$ cat config.mk
export PLATFORM = sky130hd
export DESIGN_NAME = mod_instr_fetch_flat
export DESIGN_NICKNAME = d
export VERILOG_FILES = /design/src/rtl/mod_instr_fetch_pkg.sv /design/src/rtl/mod_instr_fetch_if.sv /design/src/rtl/mod_ifetch_fifo.sv /design/src/rtl/mod_instr_fetch.sv /design/src/flat_wrapper.sv
export SDC_FILE = /design/constraint.sdc
export NUM_CORES = 1
export LEC_CHECK = 0
export ABC_AREA = 0
export CAP_MARGIN = 20
export CORE_UTILIZATION = 50
export DETAILED_ROUTE_END_ITERATION = 12
export GPL_TIMING_DRIVEN = 0
export PLACE_DENSITY = 0.78
export REMOVE_ABC_BUFFERS = 1
export SETUP_SLACK_MARGIN = 0.1
export SLEW_MARGIN = 10
export SYNTH_ARGS = -nofsm -noshare
export SYNTH_HDL_FRONTEND = slang
export SYNTH_SLANG_ARGS = --single-unit
export TNS_END_PERCENT = 20
$ cat constraint.sdc
create_clock -name clk -period 6.2 [get_ports clk]
set_input_delay 0.93 -clock clk [delete_from_list [all_inputs] [get_ports clk]]
set_output_delay 0.93 -clock clk [all_outputs]
set_load 0.005 [all_outputs]
$ cat src/rtl/mod_instr_fetch_pkg.sv
// Shared constants and types for the instruction fetch front end.
// Latency: n/a (types and constants only).
// Backpressure: n/a.
package mod_instr_fetch_pkg;

    localparam int PC_INC     = 4;
    localparam int INSTR_W    = 32;
    localparam int OPCODE_MSB = 31;
    localparam int OPCODE_LSB = 26;
    localparam int FUNCT_MSB  = 5;
    localparam int FUNCT_LSB  = 0;

    // RUN: normal fetch. DRAIN: stale responses from before a redirect are still in flight.
    typedef enum logic {
        RUN   = 1'b0,
        DRAIN = 1'b1
    } ifetch_state_t;

endpackage

$ cat src/rtl/mod_instr_fetch_if.sv
// Bundles the imem request/response, redirect and decode handshake signals of the fetch unit.
// Latency: n/a (wiring only).
// Backpressure: imem_req_ready and instr_ready; imem responses are never backpressured.
interface mod_instr_fetch_if #(
    parameter int ADDR_W = 32
);
    logic              imem_req_valid;
    logic              imem_req_ready;
    logic [ADDR_W-1:0] imem_req_addr;
    logic              imem_rsp_valid;
    logic [31:0]       imem_rsp_data;
    logic              redirect;
    logic [ADDR_W-1:0] redirect_pc;
    logic              instr_valid;
    logic              instr_ready;
    logic [31:0]       instr;
    logic [5:0]        opcode;
    logic [5:0]        funct;
    logic [ADDR_W-1:0] pc_out;

    // Fetch unit side.
    modport master (
        output imem_req_valid, imem_req_addr,
        input  imem_req_ready,
        input  imem_rsp_valid, imem_rsp_data,
        input  redirect, redirect_pc,
        output instr_valid, instr, opcode, funct, pc_out,
        input  instr_ready
    );

    // Memory / decode side.
    modport slave (
        input  imem_req_valid, imem_req_addr,
        output imem_req_ready,
        output imem_rsp_valid, imem_rsp_data,
        output redirect, redirect_pc,
        input  instr_valid, instr, opcode, funct, pc_out,
        output instr_ready
    );
endinterface

$ cat src/rtl/mod_ifetch_fifo.sv
// Synchronous FIFO holding fetched {instr, pc} entries; head is presented combinationally.
// Latency: push visible at head the cycle after the write edge.
// Backpressure: reports full/count; push when full is ignored, flush beats push and pop.
module mod_ifetch_fifo #(
    parameter int DEPTH = 4,
    parameter int WIDTH = 64
) (
    input  logic                     clk,
    input  logic                     reset,
    input  logic                     push,
    input  logic [WIDTH-1:0]         push_dat,
    input  logic                     pop,
    input  logic                     flush,
    output logic [WIDTH-1:0]         head_dat,
    output logic                     full,
    output logic                     empty,
    output logic [$clog2(DEPTH):0]   count
);
    localparam int AW = $clog2(DEPTH);
    localparam int CW = AW + 1;

    logic [WIDTH-1:0] ram [DEPTH];
    logic [AW-1:0]    wr_ptr_q, wr_ptr_d;
    logic [AW-1:0]    rd_ptr_q, rd_ptr_d;
    logic [CW-1:0]    count_q, count_d;
    logic             do_push, do_pop;

    assign full     = (count_q == CW'(DEPTH));
    assign empty    = (count_q == '0);
    assign count    = count_q;
    assign head_dat = ram[rd_ptr_q];

    // Pointer and occupancy update; flush wins over everything else.
    always_comb begin
        do_push  = push && !full && !flush;
        do_pop   = pop && !empty && !flush;
        wr_ptr_d = wr_ptr_q + AW'(do_push);
        rd_ptr_d = rd_ptr_q + AW'(do_pop);
        count_d  = count_q + CW'(do_push) - CW'(do_pop);
        if (flush) begin
            wr_ptr_d = '0;
            rd_ptr_d = '0;
            count_d  = '0;
        end
    end

    // Control state registers.
    always_ff @(posedge clk or negedge reset) begin
        if (!reset) begin
            wr_ptr_q <= '0;
            rd_ptr_q <= '0;
            count_q  <= '0;
        end else begin
            wr_ptr_q <= wr_ptr_d;
            rd_ptr_q <= rd_ptr_d;
            count_q  <= count_d;
        end
    end

    // Entry storage; contents are only meaningful while count covers them.
    always_ff @(posedge clk) begin
        if (do_push) begin
            ram[wr_ptr_q] <= push_dat;
        end
    end

endmodule

$ cat src/rtl/mod_instr_fetch.sv
// Instruction fetch: in-order imem reads, buffered {instr, pc} to decode, redirect with stale-response discard.
// Latency: imem response to instr_valid is 1 cycle; first request issues 1 cycle after reset release.
// Backpressure: credits cap buffered+in-flight at DEPTH; instr_ready stalls fetch. Optional IFETCH_STATS_EN adds counters.
module mod_instr_fetch
    import mod_instr_fetch_pkg::*;
#(
    parameter int                ADDR_W   = 32,
    parameter int                DEPTH    = 4,
    parameter logic [ADDR_W-1:0] RESET_PC = '0
) (
    input  logic                clk,
    input  logic                reset,
    mod_instr_fetch_if.master   bus
`ifdef IFETCH_STATS_EN
    ,
    output logic [31:0]         stall_cnt,
    output logic [31:0]         flush_cnt
`endif
);
    localparam int CW = $clog2(DEPTH) + 1;

    typedef struct packed {
        logic [INSTR_W-1:0] instr;
        logic [ADDR_W-1:0]  pc;
    } ibuf_ent_t;

    ifetch_state_t     state_q, state_d;
    logic [ADDR_W-1:0] fetch_pc_q, fetch_pc_d;
    logic [ADDR_W-1:0] rsp_pc_q, rsp_pc_d;
    logic [CW-1:0]     outst_q, outst_d;
    logic [CW-1:0]     discard_q, discard_d;
    logic              live_q, live_d;

    logic              push, pop, flush, full, empty;
    logic [CW-1:0]     count;
    ibuf_ent_t         push_ent, head_ent;
    logic [$bits(ibuf_ent_t)-1:0] head_raw;

    logic              credit_ok, req_vld, req_fire, rsp;
    logic [ADDR_W-1:0] target_pc;

    mod_ifetch_fifo #(
        .DEPTH (DEPTH),
        .WIDTH ($bits(ibuf_ent_t))
    ) u_fifo (
        .clk      (clk),
        .reset    (reset),
        .push     (push),
        .push_dat (push_ent),
        .pop      (pop),
        .flush    (flush),
        .head_dat (head_raw),
        .full     (full),
        .empty    (empty),
        .count    (count)
    );

    assign head_ent = ibuf_ent_t'(head_raw);

    // Next-state logic: credits, request/response bookkeeping, redirect and FSM.
    always_comb begin
        credit_ok = ({1'b0, count} + {1'b0, outst_q}) < (CW + 1)'(DEPTH);
        req_vld   = live_q && !bus.redirect && credit_ok;
        req_fire  = req_vld && bus.imem_req_ready;
        rsp       = bus.imem_rsp_valid;
        target_pc = bus.redirect_pc & ~ADDR_W'(3);

        fetch_pc_d = fetch_pc_q;
        rsp_pc_d   = rsp_pc_q;
        discard_d  = discard_q;
        state_d    = state_q;
        live_d     = 1'b1;
        outst_d    = outst_q + CW'(req_fire) - CW'(rsp);
        push       = 1'b0;
        pop        = 1'b0;
        flush      = 1'b0;
        push_ent   = '{instr: bus.imem_rsp_data, pc: rsp_pc_q};

        if (bus.redirect) begin
            flush      = 1'b1;
            fetch_pc_d = target_pc;
            rsp_pc_d   = target_pc;
            // Every request still in flight after this cycle belongs to the old path.
            // outst_q already includes any earlier stale ones, so this also covers
            // back-to-back redirects without double counting.
            discard_d  = outst_q - CW'(rsp);
            state_d    = (discard_d != '0) ? DRAIN : RUN;
        end else begin
            if (req_fire) begin
                fetch_pc_d = fetch_pc_q + ADDR_W'(PC_INC);
            end
            if (rsp) begin
                if (discard_q != '0) begin
                    discard_d = discard_q - CW'(1);
                end else begin
                    push     = 1'b1;
                    rsp_pc_d = rsp_pc_q + ADDR_W'(PC_INC);
                end
            end
            pop = !empty && bus.instr_ready;
            if (state_q == DRAIN && discard_d == '0) begin
                state_d = RUN;
            end
        end
    end

    // Fetch state registers.
    always_ff @(posedge clk or negedge reset) begin
        if (!reset) begin
            state_q    <= RUN;
            fetch_pc_q <= RESET_PC;
            rsp_pc_q   <= RESET_PC;
            outst_q    <= '0;
            discard_q  <= '0;
            live_q     <= 1'b0;
        end else begin
            state_q    <= state_d;
            fetch_pc_q <= fetch_pc_d;
            rsp_pc_q   <= rsp_pc_d;
            outst_q    <= outst_d;
            discard_q  <= discard_d;
            live_q     <= live_d;
        end
    end

    // When empty, pc_out shows the PC the next returned word will carry.
    assign bus.imem_req_valid = req_vld;
    assign bus.imem_req_addr  = fetch_pc_q;
    assign bus.instr_valid    = !empty;
    assign bus.instr          = empty ? '0 : head_ent.instr;
    assign bus.pc_out         = empty ? rsp_pc_q : head_ent.pc;
    assign bus.opcode         = bus.instr[OPCODE_MSB:OPCODE_LSB];
    assign bus.funct          = bus.instr[FUNCT_MSB:FUNCT_LSB];

    // Credits must keep the buffer from ever overflowing.
    a_no_overflow: assert property (@(posedge clk) disable iff (!reset) !(push && full));

`ifdef IFETCH_STATS_EN
    logic [31:0] stall_cnt_q, stall_cnt_d;
    logic [31:0] flush_cnt_q, flush_cnt_d;

    // Saturating counters: empty cycles while running, and redirects.
    always_comb begin
        stall_cnt_d = stall_cnt_q;
        flush_cnt_d = flush_cnt_q;
        if (empty && state_q == RUN && stall_cnt_q != '1) begin
            stall_cnt_d = stall_cnt_q + 32'd1;
        end
        if (bus.redirect && flush_cnt_q != '1) begin
            flush_cnt_d = flush_cnt_q + 32'd1;
        end
    end

    // Statistics registers.
    always_ff @(posedge clk or negedge reset) begin
        if (!reset) begin
            stall_cnt_q <= '0;
            flush_cnt_q <= '0;
        end else begin
            stall_cnt_q <= stall_cnt_d;
            flush_cnt_q <= flush_cnt_d;
        end
    end

    assign stall_cnt = stall_cnt_q;
    assign flush_cnt = flush_cnt_q;
`endif

endmodule
$ cat src/flat_wrapper.sv
// flat-port wrapper written by rule: the top's interface ports become plain ports
module mod_instr_fetch_flat import mod_instr_fetch_pkg::*;
#(
    parameter int                ADDR_W   = 32,
    parameter int                DEPTH    = 4,
    parameter logic [ADDR_W-1:0] RESET_PC = '0
)
  (clk, reset, bus_imem_req_valid, bus_imem_req_addr, bus_imem_req_ready, bus_imem_rsp_valid, bus_imem_rsp_data, bus_redirect, bus_redirect_pc, bus_instr_valid, bus_instr, bus_opcode, bus_funct, bus_pc_out, bus_instr_ready);
  mod_instr_fetch_if #(.ADDR_W(ADDR_W)) bus_i ();
  input  logic clk;
  input  logic reset;
  output wire logic [$bits(bus_i.imem_req_valid)-1:0] bus_imem_req_valid;
  output wire logic [$bits(bus_i.imem_req_addr)-1:0] bus_imem_req_addr;
  input wire logic [$bits(bus_i.imem_req_ready)-1:0] bus_imem_req_ready;
  input wire logic [$bits(bus_i.imem_rsp_valid)-1:0] bus_imem_rsp_valid;
  input wire logic [$bits(bus_i.imem_rsp_data)-1:0] bus_imem_rsp_data;
  input wire logic [$bits(bus_i.redirect)-1:0] bus_redirect;
  input wire logic [$bits(bus_i.redirect_pc)-1:0] bus_redirect_pc;
  output wire logic [$bits(bus_i.instr_valid)-1:0] bus_instr_valid;
  output wire logic [$bits(bus_i.instr)-1:0] bus_instr;
  output wire logic [$bits(bus_i.opcode)-1:0] bus_opcode;
  output wire logic [$bits(bus_i.funct)-1:0] bus_funct;
  output wire logic [$bits(bus_i.pc_out)-1:0] bus_pc_out;
  input wire logic [$bits(bus_i.instr_ready)-1:0] bus_instr_ready;
  assign bus_imem_req_valid = bus_i.imem_req_valid;
  assign bus_imem_req_addr = bus_i.imem_req_addr;
  assign bus_i.imem_req_ready = bus_imem_req_ready;
  assign bus_i.imem_rsp_valid = bus_imem_rsp_valid;
  assign bus_i.imem_rsp_data = bus_imem_rsp_data;
  assign bus_i.redirect = bus_redirect;
  assign bus_i.redirect_pc = bus_redirect_pc;
  assign bus_instr_valid = bus_i.instr_valid;
  assign bus_instr = bus_i.instr;
  assign bus_opcode = bus_i.opcode;
  assign bus_funct = bus_i.funct;
  assign bus_pc_out = bus_i.pc_out;
  assign bus_i.instr_ready = bus_instr_ready;
  mod_instr_fetch #(.ADDR_W(ADDR_W), .DEPTH(DEPTH), .RESET_PC(RESET_PC)) u_core (.clk(clk), .reset(reset), .bus(bus_i));
endmodule
==> out/metrics.csv <==
metric;value;unit
status;complete, no violations;
portBuffers;173;
met1_usage;30.2;%
cts.repair.resized;0;
wl_per_cell;20.8;um
use_met2;35.3;%
tightestPinTransition;0.982;ns
postRouteAntennaNets;0;
die_w;169;um
clockRootBuffer;clkbuf_16;
fin_crit;4.03;ns
yosys_warnings;0;
final_hold_viol_count;0;
criticalPathCategory;in2reg;
dp.cells;1389;
grt_max_degree;54;
rr_worst_depth;7;
maxSlewHeadroom;34.1;%
gp_congestion;0.848;
drt_wl_total;30100;um
ys.flop_type;edfxtp_1;
grt_pass1_wl;47100;um
p_sw;1.58;mW
power.density;357;nW/um^2
intPower;4.61;mW
max_freq;248;MHz
vias;8154;
drtPass1Iterations;5;
io_pins;180;
layout_common_cells;edfxtp_1 (248), clkdlybuf4s50_1 (171), dfrtp_1 (72);
grt_use_total;21.6;%
clkSlewWorstSetupHoldPaths;0.07;ns
pwr-share-comb;24.9;%
clock_path_buffers;3;
crit_path_end_kind;register;
fill_cells;1972;
drv_slew;0;
finalCritPeriodShare;65.0;%
synth_edf_count;248;
clkLatencyLatePin;0.56;ns
syn_area_per_cell;16.0;sq um
layout-drive-gt1-share;19.5;%
syn2layout_area_growth;24.8;%
tritoncts;yes;
final_cells;1446;
seq_power_share;42.3;%
seq_area_frac_synth;66.9;%
finalSetupViolCount;0;
hpwl;20100;um
start_util;51.3;%
cts_setup_buffers;0;
leakagePower;5.93;nW
grt_overflow_total;0;
worst_hold_path_type;in2async;
fin_worst_skew;0.0157;ns
coreArea;27100;sq um
drt_iter0_markers;740;
tns;0;ns
rows;60;
gr-usage-met3;3.30;%
cts_sinks;322;
die_h;169;um
numCtsBuffers;31;
final_common_cell;edfxtp_1;
cp.required;6.65;ns
power.share.switching;25.6;%
via_per_inst;5.64;
nets;1136;
ys_async_sr_fraction;23.0;%
htreeDepth;1;
crit_path_start_kind;input port;
drc;0;
antenna_found_initial;0;
vdd_ir_drop_max;0.000203;V
synthCells;868;
crit_fanout;36;
cts_hold_buffers;0;
busiest_layer;met2;
cap_violations;0;
arrival;4.48;ns
n_antenna_cell;0;
rsz0062_at_grt;no;
grt_pass1_vias;8333;
yosysUniqueCellTypes;52;
syn_area;13900;sq um
synth-seq-cells;322;
clkPwrFrac;32.8;%
die_area;28500;sq um
through the flow:
| step | power (mW) | worst slack (ns) | cell area, sq um | hold slack, ns | util, % |
|---|---|---|---|---|---|
| finish | 6.19 | 2.17 | 17300 | 0.279 | 64.0 |
| global route | 6.46 | 2.00 | 17300 | 0.284 | 64.0 |
| CTS | 6.25 | 2.14 | 17300 | 0.268 | 64.0 |
| detailed placement | 4.22 | 1.63 | 16200 | 0.545 | 59.9 |
| global placement | 3.94 | -6.10 | 15800 | 0.534 | 58.4 |
| floorplan | 3.38 | -0.472 | 13600 | 0.491 | - |
Yosys cell counts, drive strengths merged, types with 5 or more instances:
master / count / area share (%)
and3: 12 / 0.54
buf: 29 / 1.3
clkbuf: 27 / 0.73
dfrtp: 74 / 13
edfxtp: 248 / 54
ha: 14 / 1.3
inv: 23 / 0.62
mux2: 50 / 4.1
mux4: 62 / 10
nand2: 53 / 1.4
nand3: 30 / 1.1
nand4: 32 / 1.4
nor2: 25 / 0.68
nor2b: 36 / 1.6
nor3: 13 / 0.50
nor4: 5 / 0.38
o211ai: 12 / 0.65
o21ai: 26 / 0.94
or3: 6 / 0.27
xnor2: 23 / 1.4
xor2: 21 / 1.3
critical path: stages:
cell	delay, ns
buf_2	0.29
buf_12	0.26
inv_2	0.56
nand4_1	0.62
clkinv_1	0.52
and4_1	0.51
or3b_1	0.43
mux2_4	0.31
state kept, by name (all words and copies together) (netlist names):
signal	count
u_core.u_fifo.rd_ptr_q	2
u_core.u_fifo.count	3
u_core.rsp_pc_q	30
u_core.bus.imem_req_addr	30
u_core.live_q	1
u_core.u_fifo.ram	248
u_core.u_fifo.wr_ptr_q	2
u_core.discard_q	3
u_core.outst_q	3
logic make-up after synthesis:
group / synth area share, %
fa+ha+maj: 1.55
compound gates: 2.71
flops: 66.9
mux: 14.3
other cells: 0.0540
buf+inv: 2.71
xor+xnor: 2.77
simple gates: 9.01
per-layer routing:
metal	routed length (um)	vias up
met5	0	-
met4	687	0
met3	1870	54
met2	14600	302
met1	13000	4108
li1	-	3690
final timing paths:
kind,slack (ns),start,endpoint
worst max-delay path,2.17,bus_redirect,u_core.bus.imem_req_addr[31]
worst min-delay path,0.28,reset,u_core.rsp_pc_q[10]
worst max register to register,2.81,u_core.u_fifo.count[2],u_core.bus.imem_req_addr[31]
worst min register to register,0.57,u_core.bus.imem_req_addr[28],u_core.bus.imem_req_addr[28]
max in group asynchronous,5.34,reset,u_core.u_fifo.rd_ptr_q[1]
min in group clk,0.57,u_core.bus.imem_req_addr[28],u_core.bus.imem_req_addr[28]
power groups by stage:
stage / clock network (mW) / registers [mW] / logic (mW)
2_1_floorplan: 0 / 2.64 / 0.735
3_3_place_gp: 0 / 2.68 / 1.26
3_5_place_dp: 0 / 2.66 / 1.55
4_1_cts: 2.07 / 2.62 / 1.56
5_1_grt: 2.15 / 2.64 / 1.67
6_report: 2.03 / 2.62 / 1.54
layout make-up:
cell class                 count  area [sq um]  share of cell area, %
clock buffer                  35           801                   4.62
clock inverter                22           309                   1.78
multi-input combinational    469          4260                   24.6
sequential                   322          9310                   53.7
tap                          372           465                   2.68
inverter                      24          90.1                  0.520
timing repair buffer         202          2110                   12.2
(Power assumes the default switching activity.)
